[src/rtl/lsu_mem_master.sv]
// Load/store unit master: turns one RV32I byte/half/word access into word-memory cycles.
// Latency: error 1 cycle, load and SW 2 cycles, SB/SH 3 cycles (read-modify-write).
// Backpressure: req_ready only in IDLE; responses are single-cycle pulses with no stall.
module lsu_mem_master (
    input  logic        clk,
    input  logic        rst,
    input  logic        req_valid,
    output logic        req_ready,
    input  logic        req_we,
    input  logic [2:0]  req_funct3,
    input  logic [7:0]  req_addr,
    input  logic [31:0] req_wdata,
    output logic        resp_valid,
    output logic [31:0] resp_rdata,
    output logic        resp_err,
    output logic        MemRead,
    output logic        MemWrite,
    output logic [5:0]  mem_addr,
    output logic [31:0] mem_wdata,
    input  logic [31:0] mem_rdata
);

    localparam logic [1:0] S_IDLE = 2'd0;
    localparam logic [1:0] S_RD   = 2'd1;
    localparam logic [1:0] S_WR   = 2'd2;
    localparam logic [1:0] S_RESP = 2'd3;

    localparam logic [2:0] F3_B  = 3'b000;
    localparam logic [2:0] F3_H  = 3'b001;
    localparam logic [2:0] F3_W  = 3'b010;
    localparam logic [2:0] F3_BU = 3'b100;
    localparam logic [2:0] F3_HU = 3'b101;

    logic [1:0]  state_q,  state_d;
    logic        we_q,     we_d;
    logic [2:0]  f3_q,     f3_d;
    logic [7:0]  addr_q,   addr_d;
    logic [31:0] wdata_q,  wdata_d;
    logic [31:0] word_q,   word_d;
    logic [31:0] rdata_q,  rdata_d;
    logic        err_q,    err_d;

    logic        req_legal;
    logic        req_misal;
    logic        req_bad;
    logic [31:0] store_word;

    // Select the addressed lane of a word and extend it to 32 bits.
    function automatic logic [31:0] load_ext(input logic [2:0] f3, input logic [1:0] lane,
                                             input logic [31:0] w);
        logic [7:0]  b;
        logic [15:0] h;
        logic [31:0] r;
        case (lane)
            2'd0:    b = w[7:0];
            2'd1:    b = w[15:8];
            2'd2:    b = w[23:16];
            default: b = w[31:24];
        endcase
        h = lane[1] ? w[31:16] : w[15:0];
        case (f3)
            F3_B:    r = {{24{b[7]}}, b};
            F3_H:    r = {{16{h[15]}}, h};
            F3_W:    r = w;
            F3_BU:   r = {24'd0, b};
            F3_HU:   r = {16'd0, h};
            default: r = 32'd0;
        endcase
        return r;
    endfunction

    // Replace only the addressed byte or half of the previously read word.
    function automatic logic [31:0] merge(input logic [2:0] f3, input logic [1:0] lane,
                                          input logic [31:0] w, input logic [31:0] d);
        logic [31:0] r;
        r = w;
        if (f3 == F3_B) begin
            case (lane)
                2'd0:    r[7:0]   = d[7:0];
                2'd1:    r[15:8]  = d[7:0];
                2'd2:    r[23:16] = d[7:0];
                default: r[31:24] = d[7:0];
            endcase
        end else begin
            if (lane[1]) r[31:16] = d[15:0];
            else         r[15:0]  = d[15:0];
        end
        return r;
    endfunction

    // Classify the incoming request: unsigned codes are load-only, reserved codes never legal.
    always_comb begin
        req_legal = 1'b0;
        req_misal = 1'b0;
        case (req_funct3)
            F3_B, F3_H, F3_W: req_legal = 1'b1;
            F3_BU, F3_HU:     req_legal = ~req_we;
            default:          req_legal = 1'b0;
        endcase
        case (req_funct3[1:0])
            2'b01:   req_misal = req_addr[0];
            2'b10:   req_misal = (req_addr[1:0] != 2'b00);
            default: req_misal = 1'b0;
        endcase
        req_bad = ~req_legal | req_misal;
    end

    // Word presented during WR: SW goes straight through, SB/SH merge into the read word.
    always_comb begin
        store_word = (f3_q == F3_W) ? wdata_q : merge(f3_q, addr_q[1:0], word_q, wdata_q);
    end

    // Next-state and capture logic for the access sequencer.
    always_comb begin
        state_d = state_q;
        we_d    = we_q;
        f3_d    = f3_q;
        addr_d  = addr_q;
        wdata_d = wdata_q;
        word_d  = word_q;
        rdata_d = rdata_q;
        err_d   = err_q;
        case (state_q)
            S_IDLE: begin
                if (req_valid) begin
                    we_d    = req_we;
                    f3_d    = req_funct3;
                    addr_d  = req_addr;
                    wdata_d = req_wdata;
                    if (req_bad) begin
                        err_d   = 1'b1;
                        rdata_d = 32'd0;
                        state_d = S_RESP;
                    end else begin
                        err_d = 1'b0;
                        if (req_we && req_funct3 == F3_W) state_d = S_WR;
                        else                              state_d = S_RD;
                    end
                end
            end
            S_RD: begin
                word_d = mem_rdata;
                if (we_q) begin
                    state_d = S_WR;
                end else begin
                    rdata_d = load_ext(f3_q, addr_q[1:0], mem_rdata);
                    state_d = S_RESP;
                end
            end
            S_WR: begin
                rdata_d = 32'd0;
                state_d = S_RESP;
            end
            default: begin
                state_d = S_IDLE;
            end
        endcase
    end

    // State and request registers; reset drops any access in flight without a response.
    always_ff @(posedge clk) begin
        if (rst) begin
            state_q <= S_IDLE;
            we_q    <= 1'b0;
            f3_q    <= 3'd0;
            addr_q  <= 8'd0;
            wdata_q <= 32'd0;
            word_q  <= 32'd0;
            rdata_q <= 32'd0;
            err_q   <= 1'b0;
        end else begin
            state_q <= state_d;
            we_q    <= we_d;
            f3_q    <= f3_d;
            addr_q  <= addr_d;
            wdata_q <= wdata_d;
            word_q  <= word_d;
            rdata_q <= rdata_d;
            err_q   <= err_d;
        end
    end

    // Outputs; memory strobes are gated by rst so a reset cycle can never write.
    always_comb begin
        req_ready  = (state_q == S_IDLE);
        resp_valid = (state_q == S_RESP);
        resp_err   = (state_q == S_RESP) & err_q;
        resp_rdata = rdata_q;
        MemRead    = (state_q == S_RD) & ~rst;
        MemWrite   = (state_q == S_WR) & ~rst;
        mem_addr   = addr_q[7:2];
        mem_wdata  = (state_q == S_WR) ? store_word : 32'd0;
    end

endmodule

[config.mk]
export PLATFORM = sky130hd
export DESIGN_NAME = lsu_mem_master
export DESIGN_NICKNAME = d
export VERILOG_FILES = /design/src/rtl/lsu_mem_master.sv
export SDC_FILE = /design/constraint.sdc
export NUM_CORES = 1
export LEC_CHECK = 0
export ABC_CLOCK_PERIOD_IN_PS = 3710
export BUFFER_PORTS_ARGS = -buffer_cell sky130_fd_sc_hd__buf_4
export CORE_MARGIN = 2
export CORE_UTILIZATION = 57
export DETAILED_ROUTE_END_ITERATION = 10
export PLACE_DENSITY_LB_ADDON = 0.1
export SYNTH_ARGS = -nofsm -noshare
export SYNTH_HDL_FRONTEND = slang
export SYNTH_SLANG_ARGS = --single-unit
[constraint.sdc]
create_clock -name clk -period 3.71 [get_ports clk]
set_input_delay 0.5565 -clock clk [delete_from_list [all_inputs] [get_ports clk]]
set_output_delay 0.5565 -clock clk [all_outputs]
set_load 0.005 [all_outputs]
Word-level counts from Yosys, hierarchy flattened
Cells that the tools add are included.

Bits in registers: 111. Bits in latches: 0. RAM bits: 0. Bits in read-only memories: 0. Input bits: 79. Output and inout bits: 75. Memories kept: 0.

Add/subtract/negate cells: 0. Multiply operators: 0. Divide/modulo/power cells: 0. $lt $le $gt $ge: 0. Equal/unequal tests: 18. Shift-type cells: 0. Mux-type cells: 24. Bitwise gates (word level): 7. Reductions and logical operators: 12.

Operator list (number): $mux 32 (6); $pmux 32 s5 (1); $pmux 32 s3 (1); $mux 16 (3); $mux 8 (4); $pmux 8 s3 (1); $eq 3x3->1 const B (4); $eq 2x2->1 const B (4); $eq 2x1->1 const B (3); $eq 3x1->1 const B (2); $eq 3x2->1 const B (2); $logic_not 3->1 (2); $mux 2 (3); $pmux 2 s3 (1); $reduce_or 3->1 (2); $logic_not 2->1 (2); $ne 2x2->1 const B (2); $pmux 1 s2 (2); $reduce_and 4->1 (1); $and 1x1->1 (3); $not 1->1 (3); $reduce_bool 3->1 (1); $mux 1 (2); $ne 2x1->1 const B (1); other kinds (5) (5).

Logic depth before layout (Yosys ltp)
Word-level depth: 8. Gate-level depth with buffers: 8. Depth with buffers taken out: 6.

Worst setup path before layout
No wires, ideal clock.

Path type: reg2out. Start point: register f3_q[1]. End point: output port mem_wdata[26]. Data arrival time: 1396 ps. Data required time: 3154 ps. Slack: 1758 ps. Stages on the path, launching flop included: 7. Path buffers: 2. Path through: dfxtp_1 > buf_4 > or3b_1 > buf_2 > o21ai_2 > o221ai_1 > a21oi_1.

Longest elaborated chain between the ends: 4. Elaborated cells on any way between the ends: 5.

RTL lines: start, declared (RTL line 36) `logic [2:0] f3_q, f3_d;`; start signal, assigned (RTL line 165) `f3_q <= 3'd0;`; start signal, assigned (RTL line 174) `f3_q <= f3_d;`; $logic_not 3->1 (RTL line 77) `if (f3 == F3_B) begin`; $mux 32 (RTL line 77); $mux 32 (*) (RTL line 110) `store_word = (f3_q == F3_W) ? wdata_q : merge(f3_q, addr_q[1:0], word_q, wdata_q);`; $mux 32 (*) (RTL line 192) `mem_wdata = (state_q == S_WR) ? store_word : 32'd0;`; end, declared (RTL line 19) `output logic [31:0] mem_wdata,`.

Mark *: on every way between the ends. The rest lies on a longest branch, timed or not.

Worst setup path after layout
Start point: register addr_q[1]. End point: output port mem_wdata[13].

Longest elaborated chain between the ends: 5. Elaborated cells on any way between the ends: 6.

RTL lines: start, declared (RTL line 37) `logic [7:0] addr_q, addr_d;`; start signal, assigned (RTL line 175) `addr_q <= addr_d;`; $eq 2x1->1 (RTL line 78) `case (lane)`; $mux 8 (RTL line 78); $mux 32 (*) (RTL line 77); $mux 32 (*) (RTL line 110); $mux 32 (*) (RTL line 192).

Marks and branches as above.

==> impl_metrics.ini <==
[status]
status = complete, no violations

[synth]
synth_top_area_cell = dfxtp_1
ys.flop_type = dfxtp_1
synthCells = 605
yosys_warnings = 0
ys_types = 48
synth_nets = 691
netlist_top_cells_area = dfxtp_1 40%, mux2i_1 9.3%, a21oi_1 6.7%
synth_top_area_share_pct = 40.3
synth-seq-area-share_pct = 40.3
synthesis.area_um2 = 5510
ys_seq_elements = 111
avgSynthCellArea_um2 = 9.11
async_flop_share_pct = 0
synth_edf_count = 0

[final_layout]
post-route-cell-area_um2 = 6760
final_cells = 854
final_core_utilization_pct = 72.5
area_delta_synth_final_pct = 22.7
layout-drive-gt1-share_pct = 27.7
n_antenna_cell = 0
nets = 807

[setup_path]
rr_startpoint = addr_q[1]$_SDFFE_PP0P_
cp.required_ns = 3.15
endpoint_kind = output port
crit_start = addr_q[1]$_SDFFE_PP0P_
reg2reg_setup_slack_ns = 1.45
critical_path_class = reg -> out
startpoint_type = flip-flop
arrival_ns = 2.64
crit_fanout = 17

[timing]
hold_viol_final = 0
fin_crit_sh_pct = 86.1
fin_setup_tns_ns = 0
grt_setup_unrepaired = false
worst-slew-pin-transition_ns = 1.00
setup_viol = 0
fmax_mhz = 313
clock_skew_ns = 0.0107
fin_crit_ns = 3.20
relSlewSlack_pct = 32.8
slew_viol_final = 0

[clocking]
cts_setup_buffers = 0
worstSkewPairLatency_ns = 0.37
cts-resized-gates = 0
root_buffer = clkbuf_8
numCtsBuffers = 9
cts.sinks = 111
htreeDepth = 3
cts-hold-fix-buffers = 0
clk_pin_slew_ns = 0.10
cts_buffer_depth = 2
cts_tree = built

[floorplanning]
core_region_area_um2 = 9330
die_area_um2 = 10500
rows = 35
initial_utilization_pct = 59.1
die_w_um = 102
ios = 154
dieHeight_um = 102

[global_routing]
grt_use_total_pct = 30.0
grt_first_pass_wirelength_um = 24000
grt_pass1_vias = 4673
grt-ovfl-total = 0
grt_max_degree = 84
antenna_found_initial = 0

[flow_run]
cap_violations = 0

[placement]
dpl_cell_area_um2 = 6570
dp_cells = 839
place_congestion = 0.896
io_buffers = 153
dp_hpwl_um = 11400

[pwr]
p_leak_nw = 2.78
peakVddDrop_mv = 0.810
powerDensity_nw_per_um2 = 593

[hold_path]
min_from = req_wdata[30]
min-delay-path-class = in -> reg

[drt]
wl_per_cell_um = 18.4
drt_wl_total_um = 15800
ant_nets = 0
drt_iter0_markers = 402
viasPerCell = 5.94
vias = 5072
drc = 0
drt_first_pass_iters = 8
-- cell usage in the layout (no fill, tap or decap), types with 2 or more instances in the layout --
cell	Yosys	layout
a21o_1	2	2
a21oi_1	74	74
a221oi_1	9	9
a222oi_1	6	6
a22oi_1	16	16
and2_1	2	2
buf_4	10	162
clkbuf_8	0	9
clkinvlp_4	0	4
dfxtp_1	111	111
ha_1	7	6
inv_1	9	9
mux2i_1	51	51
mux4_1	2	2
mux4_2	6	6
nand2_1	94	94
nand2b_1	4	4
nand3b_1	8	8
nor2_1	39	39
nor2b_1	10	10
nor3_1	4	4
o21ai_0	24	24
o21ai_4	2	2
o21bai_1	2	2
o221ai_1	8	8
o22ai_1	8	8
o2bb2ai_1	27	27
o2bb2ai_2	5	5
-- Yosys cell counts (9+ instances only) --
cell type / number
buf_2: 10
mux2i_1: 51
a22oi_1: 16
buf_4: 10
nor2_1: 39
a21oi_1: 74
nor2b_1: 10
clkbuf_1: 24
o21ai_0: 24
o2bb2ai_1: 27
dfxtp_1: 111
nand2_1: 94
inv_1: 9
a221oi_1: 9
-- sequential cells by signal, indices dropped and copies added (netlist names) --
signal / count
we_q: 1
f3_q: 3
addr_q: 8
word_q: 32
wdata_q: 32
resp_rdata: 32
state_q: 2
err_q: 1
-- report_power, final --
part,leakage (nW),switching [W],internal [W],total [W]
clock network,0.0806,0.000396,0.000309,0.000704
registers,0.906,0.000201,0.00141,0.00162
logic,1.79,0.000943,0.000746,0.00169
total,2.78,0.00154,0.00247,0.00401
-- per-stage QoR --
step	setup WS [ns]	hold WS [ns]	total power (W)
floorplan	1.76	0.433	0.00280
global placement	1.08	0.443	0.00326
detailed placement	0.951	0.446	0.00331
CTS	0.545	0.408	0.00401
global route	0.262	0.412	0.00425
finish	0.515	0.423	0.00401
-- per-layer routing --
| metal | routed length (um) | part of all wire (%) | track usage, % |
|---|---|---|---|
| met2 | 7750 | 49 | 51.2 |
| met1 | 6320 | 40 | 38.5 |
| met4 | 422 | 2.7 | 9.54 |
| met5 | 0 | 0 | 0 |
| met3 | 1260 | 8.0 | 5.75 |
-- worst paths after layout --
path | endpoint | cells past startpoint
setup / recovery | mem_wdata[13] | 5
hold / removal | wdata_q[30]$_SDFFE_PP0P_ | 3
setup reg to reg | resp_rdata[9]$_SDFFE_PP0P_ | 4
hold reg to reg | addr_q[5]$_SDFFE_PP0P_ | 2
-- worst max-delay path, stage by stage, from the launching register on --
cell and delay (ns):
dfxtp_1 0.94, inv_1 0.30, a21oi_1 0.53, o21ai_0 0.18
a21oi_1 0.18, buf_4 0.13
-- final cells by class --
class	instances	area [um^2]
clock buffers	10	128
flip-flops and latches	111	2220
clock inverters	5	60.1
fillers	743	2570
well taps	129	161
inverters	9	33.8
multi-input cells	428	2940
repair buffers	162	1220
-- cell families after synthesis --
family                     after synthesis  share of synthesized area [%]
AOI/OAI and AO/OA                      193                           25.1
adders and majority gates                7                           1.59
buffers and inverters                   66                           6.50
DFF                                    111                           40.3
muxes                                   59                           12.7
and+or+nand+nor                        169                           13.9
Note: power is estimated with default switching activity, not from simulation.
